[config.mk]
export PLATFORM = sky130hd
export DESIGN_NAME = fabric_io_responder
export DESIGN_NICKNAME = d
export VERILOG_FILES = /design/src/rtl/fabric_io_responder.sv
export SDC_FILE = /design/constraint.sdc
export NUM_CORES = 1
export LEC_CHECK = 0
export ABC_AREA = 1
export CAP_MARGIN = 20
export CORE_MARGIN = 4
export CORE_UTILIZATION = 45
export CTS_CLUSTER_SIZE = 12
export DETAILED_ROUTE_END_ITERATION = 8
export GPL_TIMING_DRIVEN = 0
export PLACE_DENSITY = 0.74
export SLEW_MARGIN = 20
export SYNTH_ARGS = -nofsm -noshare
export SYNTH_HDL_FRONTEND = slang
export SYNTH_SLANG_ARGS = --single-unit
[constraint.sdc]
create_clock -name clk -period 2.1 [get_ports clk]
set_clock_uncertainty 0.2 [all_clocks]
set_input_delay 0.315 -clock clk [delete_from_list [all_inputs] [get_ports clk]]
set_output_delay 0.315 -clock clk [all_outputs]
set_load 0.02 [all_outputs]
[src/rtl/fabric_io_responder.sv]
// Fabric-side responder for a 4-phase req/ack nibble protocol on io[9:0].
// Serves 3-nibble read/write frames against an 8x8 register file with idle-timeout abort.
module fabric_io_responder #(
    parameter int unsigned TIMEOUT_CYCLES = 1024,
    parameter logic [7:0]  RESET_SCRATCH  = 8'hA5
) (
    input  logic       clk,
    input  logic       rst_n,
    input  logic [9:0] io_in,
    output logic [9:0] io_out,
    output logic [9:0] io_oeb
);

    localparam int unsigned CNT_W  = $clog2(TIMEOUT_CYCLES + 1);
    localparam int unsigned NREGS  = 8;
    localparam int unsigned DATA_W = 8;

    typedef enum logic {WAIT_REQ, WAIT_REL} hs_e;
    typedef enum logic [1:0] {IDLE_CMD, D_HI, D_LO} fr_e;

    logic              req_m_q, req_m_d;
    logic              req_s_q, req_s_d;
    hs_e               hs_q, hs_d;
    fr_e               fr_q, fr_d;
    logic              ack_q, ack_d;
    logic [3:0]        resp_q, resp_d;
    logic              w_q, w_d;
    logic [2:0]        addr_q, addr_d;
    logic [7:0]        rdata_q, rdata_d;
    logic [3:0]        wdata_hi_q, wdata_hi_d;
    logic [CNT_W-1:0]  idle_cnt_q, idle_cnt_d;
    logic [3:0]        err_cnt_q, err_cnt_d;
    logic [DATA_W-1:0] regs_q [NREGS];
    logic [DATA_W-1:0] regs_d [NREGS];

    logic [3:0]        nib_c;
    logic [7:0]        rd_mux_c;
    logic              unused_pins;

    assign io_oeb      = 10'b00000_11111;
    assign io_out      = {ack_q, resp_q, 5'b0};
    assign nib_c       = io_in[3:0];
    assign unused_pins = ^io_in[9:5];

    // reg5 upper nibble always reads back the error counter
    assign rd_mux_c = (nib_c[2:0] == 3'd5) ? {err_cnt_q, regs_q[5][3:0]} : regs_q[nib_c[2:0]];

    always_comb begin
        req_m_d    = io_in[4];
        req_s_d    = req_m_q;
        hs_d       = hs_q;
        fr_d       = fr_q;
        ack_d      = ack_q;
        resp_d     = resp_q;
        w_d        = w_q;
        addr_d     = addr_q;
        rdata_d    = rdata_q;
        wdata_hi_d = wdata_hi_q;
        idle_cnt_d = idle_cnt_q;
        err_cnt_d  = err_cnt_q;
        regs_d     = regs_q;

        case (hs_q)
            WAIT_REQ: begin
                if (req_s_q) begin
                    hs_d       = WAIT_REL;
                    ack_d      = 1'b1;
                    idle_cnt_d = '0;
                    case (fr_q)
                        IDLE_CMD: begin
                            w_d    = nib_c[3];
                            addr_d = nib_c[2:0];
                            if (!nib_c[3]) rdata_d = rd_mux_c;
                            resp_d = {1'b1, nib_c[2:0]};
                            fr_d   = D_HI;
                        end
                        D_HI: begin
                            if (w_q) wdata_hi_d = nib_c;
                            resp_d = w_q ? 4'h0 : rdata_q[7:4];
                            fr_d   = D_LO;
                        end
                        default: begin
                            // reg7 counts frames and silently drops writes
                            regs_d[7] = regs_q[7] + 8'd1;
                            if (w_q && (addr_q != 3'd7)) regs_d[addr_q] = {wdata_hi_q, nib_c};
                            resp_d = w_q ? 4'h0 : rdata_q[3:0];
                            fr_d   = IDLE_CMD;
                        end
                    endcase
                end else if (fr_q != IDLE_CMD) begin
                    if (idle_cnt_q == CNT_W'(TIMEOUT_CYCLES - 1)) begin
                        fr_d       = IDLE_CMD;
                        idle_cnt_d = '0;
                        if (err_cnt_q != 4'hF) err_cnt_d = err_cnt_q + 4'd1;
                    end else begin
                        idle_cnt_d = idle_cnt_q + CNT_W'(1);
                    end
                end else begin
                    idle_cnt_d = '0;
                end
            end
            default: begin
                if (!req_s_q) begin
                    hs_d   = WAIT_REQ;
                    ack_d  = 1'b0;
                    resp_d = 4'h0;
                end
            end
        endcase
    end

    always_ff @(posedge clk or negedge rst_n) begin
        if (!rst_n) begin
            req_m_q    <= 1'b0;
            req_s_q    <= 1'b0;
            hs_q       <= WAIT_REQ;
            fr_q       <= IDLE_CMD;
            ack_q      <= 1'b0;
            resp_q     <= 4'h0;
            w_q        <= 1'b0;
            addr_q     <= 3'd0;
            rdata_q    <= 8'h00;
            wdata_hi_q <= 4'h0;
            idle_cnt_q <= '0;
            err_cnt_q  <= 4'h0;
            for (int i = 0; i < NREGS; i++) begin
                regs_q[i] <= (i == 6) ? RESET_SCRATCH : 8'h00;
            end
        end else begin
            req_m_q    <= req_m_d;
            req_s_q    <= req_s_d;
            hs_q       <= hs_d;
            fr_q       <= fr_d;
            ack_q      <= ack_d;
            resp_q     <= resp_d;
            w_q        <= w_d;
            addr_q     <= addr_d;
            rdata_q    <= rdata_d;
            wdata_hi_q <= wdata_hi_d;
            idle_cnt_q <= idle_cnt_d;
            err_cnt_q  <= err_cnt_d;
            regs_q     <= regs_d;
        end
    end

endmodule

==> run metrics, run 1 <==
CP Cell Sequence=buf_6, clkinv_2, clkbuf_2, ha_1, nand3_1, o21ai_0; Clk pin slew, worst setup/hold paths=0.07 ns; M2 GR Usage=30.9%; H-Tree Depth=3; Final GP Congestion=0.882; #FFs+latches synth=101; CTS sink count=101; Internal=4.07 mW; setup bufs post-CTS=0; HP Class=reg2reg; crit share post-route=between 90% and 100%; core area=10900 um^2; clk_lat worst skew=approximately 0.35 ns; Die Width=114 um; CP max FO=11; Simple-Gate Fraction of Synth Area=26.7%; Critical Path RT=between 2 and 2.5 ns; main combinational cell family by area after synthesis=simple AND/OR/NAND/NOR gates; Synthesis Warnings=0; post-synthesis adder-cell area fraction=1.24%; post-synth top area cell=dfrtp_1; asr flop ratio synth=100%; TNS Setup=0 ns; DR pass1 iterations=5; setup violators final=0; PD cells=approximately 1100 nW/um^2; CP max stage delay=0.37 ns; area of the multi-input gates=2090 um^2; met3 usage=~4.1%; post-route setup slack=between 0.15 and 0.2 ns; Placement Setup Slack=-0.133 ns; Hold Violations, Final=0; FF+latch area=2530 um^2; number of buffers created by CTS=9; TritonCTS clock tree=built; Die ar.=13000 um^2; crit path kind=reg2reg; Top FF cell, synth=dfrtp_1; Avg Cell Area, Syn=8.27 um^2; DR iter-0 viols=roughly 380; wire per inst=between 10 and 15 um; Tot Pwr=roughly 6.3 mW; Die Y-Extent=114 um; Worst Setup End Kind=flop; relative slew slack=52.4%; sequential fraction of design power=47.3%; Final #Nets=roughly 660; placed instance area=about 5400 um^2; HPWL Detailed=8090 um; DRC Markers=0; first-pass GRT wire length=about 20000 um; GRT Util Overall=a little under a fifth; drt total wl=approximately 11000 um; max cap viols=0; Post-synth EDFFs=0; R2R setup slack=0.16 ns; Synth top area share=48.0%; Worst Hold End=req_s_q; vias in the first global route=4040; via count=between 4k and 5k; largest cells by area after synthesis=dfrtp_1, nand2_1, o21ai_1; met1 Usage GRT=25.1%; busiest metal layer after global routing=met2; Synth cell types=28; Net Sw Frac=between 30% and 40%; commonest non-fill, non-tap cell in the layout=nand2_1; I/O pins=32; NetSw=2.22 mW; filler instances=~1.0k; RR Startpoint=hs_q; ANT nets after route=0; mux share of post-synthesis cell area=0%; fmax=515 MHz; XOR/XNOR Fraction of Synth Area=about 1.9%; Ant. Diodes=0; complex-gate fraction of the synthesized area=10.0%; layout cells sized above 1=9.97%; vias per cell=5.15; Critical Path Start Type=flop; Tmin final=about 1.9 ns; port bufs=10; FF-to-FF path depth=6; Worst Tran Pin Value=0.714 ns; CTS root buf=clkbuf_16; slowest cell on the critical path=dfrtp_1; FF-to-FF End=wdata_hi_q[3]; Logic pwr share=25.8%; total congestion overflow=0; worst hold path depth=0; Max Root-Sink Buffers=2; Syn Std Cell Area=5050 um^2; peak supply drop=0.607 mV; hold_sp=req_m_q; Clock power frac=26.9%; Seq/Total Area, Yosys=50.1%; Critical Path AT=2.00 ns; Mapped Cells=611; Slew Viols, Final=0; Layout area overhead=13.4%; initial antenna violation count=0; Initial Util=46.2%; Leak=~2.9 nW; largest net degree at the start of global routing=57; status=finished clean; commonest cells after routing, fill and taps aside=nand2_1, dfrtp_1, inv_1, o21ai_1, nand3_1; Final Cell Area=5730 um^2; Rows=38
==> layout make-up <==
cell class | instances | area share [%]
Inverter | 60 | 3.95
Tap cell | 140 | 3.05
Buffer | 39 | 4.76
Timing Repair Buffer | 12 | 2.42
Sequential cell | 101 | 44.2
Clock inverter | 6 | 1.24
Multi-Input combinational cell | 424 | 36.4
Clock buffer | 10 | 3.99
==> cells in the mapped netlist (all sizes together), types with 2 or more instances <==
master	instances
dfstp	4
nand4	16
buf	26
xnor2	5
o21ai	78
inv	59
conb	2
dfrtp	97
nand3	42
a21oi	9
o22ai	4
nand2	207
o211ai	3
nor3	2
xor2	6
nor2	30
clkbuf	13
ha	5
==> metrics by stage <==
stage / cells / hold slack, ns / utilization (%)
after floorplan: 624 / -0.181 / -
after global placement: 774 / 0.153 / 49.2
after detailed placement: 775 / 0.0698 / 49.5
after CTS: 792 / 0.152 / 52.3
after global routing: 792 / 0.149 / 52.4
final: 792 / 0.145 / 52.4
==> critical path: cells and delay by family (launching register included) <==
kind,cells,cell delay [ns]
AO/OA/AOI/OAI,1,0.28
adder cells (fa/ha/maj),1,0.23
buffers and inverters,3,0.50
flip-flops,1,0.37
AND/OR/NAND/NOR,1,0.28
==> how the worst max path moves through the flow <==
stage,to,from,slack [ns]
6_report,wdata_hi_q[3],hs_q,0.16
5_1_grt,err_cnt_q[1],idle_cnt_q[1],-0.01
4_1_cts,wdata_hi_q[3],hs_q,0.01
3_5_place_dp,rdata_q[3],io_in[1],-0.13
3_3_place_gp,wdata_hi_q[3],rst_n,-3.05
2_1_floorplan,resp_q[0],hs_q,0.30
==> metal layers <==
metal  share of wire, %  vias up
met5                  0        -
met4                1.9        0
met3                5.8       18
met2                 48      111
met1                 44     1940
li1                   -     2011
==> logic make-up (layout without fill, tap and decap cells) <==
| logic type | count (synthesis) | after routing |
|---|---|---|
| AND/OR/NAND/NOR | 298 | 298 |
| AO/OA/AOI/OAI | 95 | 95 |
| buffers and inverters | 99 | 127 |
| XOR/XNOR | 11 | 11 |
| adder cells (fa/ha/maj) | 5 | 5 |
| other | 2 | 15 |
| flip-flops | 101 | 101 |
==> sequential cells by signal (all words and copies together) (netlist names) <==
register    flops
resp_q          4
wdata_hi_q      4
hs_q            1
regs_q         60
err_cnt_q       4
req_m_q         1
req_s_q         1
addr_q          3
rdata_q         8
fr_q            2
ack_q           1
idle_cnt_q     11
w_q             1
==> power groups by stage <==
stage               registers [mW]  clock network, mW  logic [mW]
floorplan                     2.94                  0        1.16
global placement              2.98                  0        1.53
detailed placement            2.99                  0        1.61
CTS                           2.97               1.72        1.62
global route                  3.05               1.80        1.85
finish                        2.97               1.69        1.63
==> repair_timing <==
item	CTS	global route
resized for setup	0	5
hold buffers	1	0
endpoints found under the hold margin	45	0
setup endpoints to repair	0	16
No activity file was read; power rests on OpenSTA's default activity.
==> inputs of run 2 (changes only) <==
- TNS_END_PERCENT: unset -> 50
==> results of run 2 <==
Same layout as run 1: the final DEF is identical, and so are final timing and power.
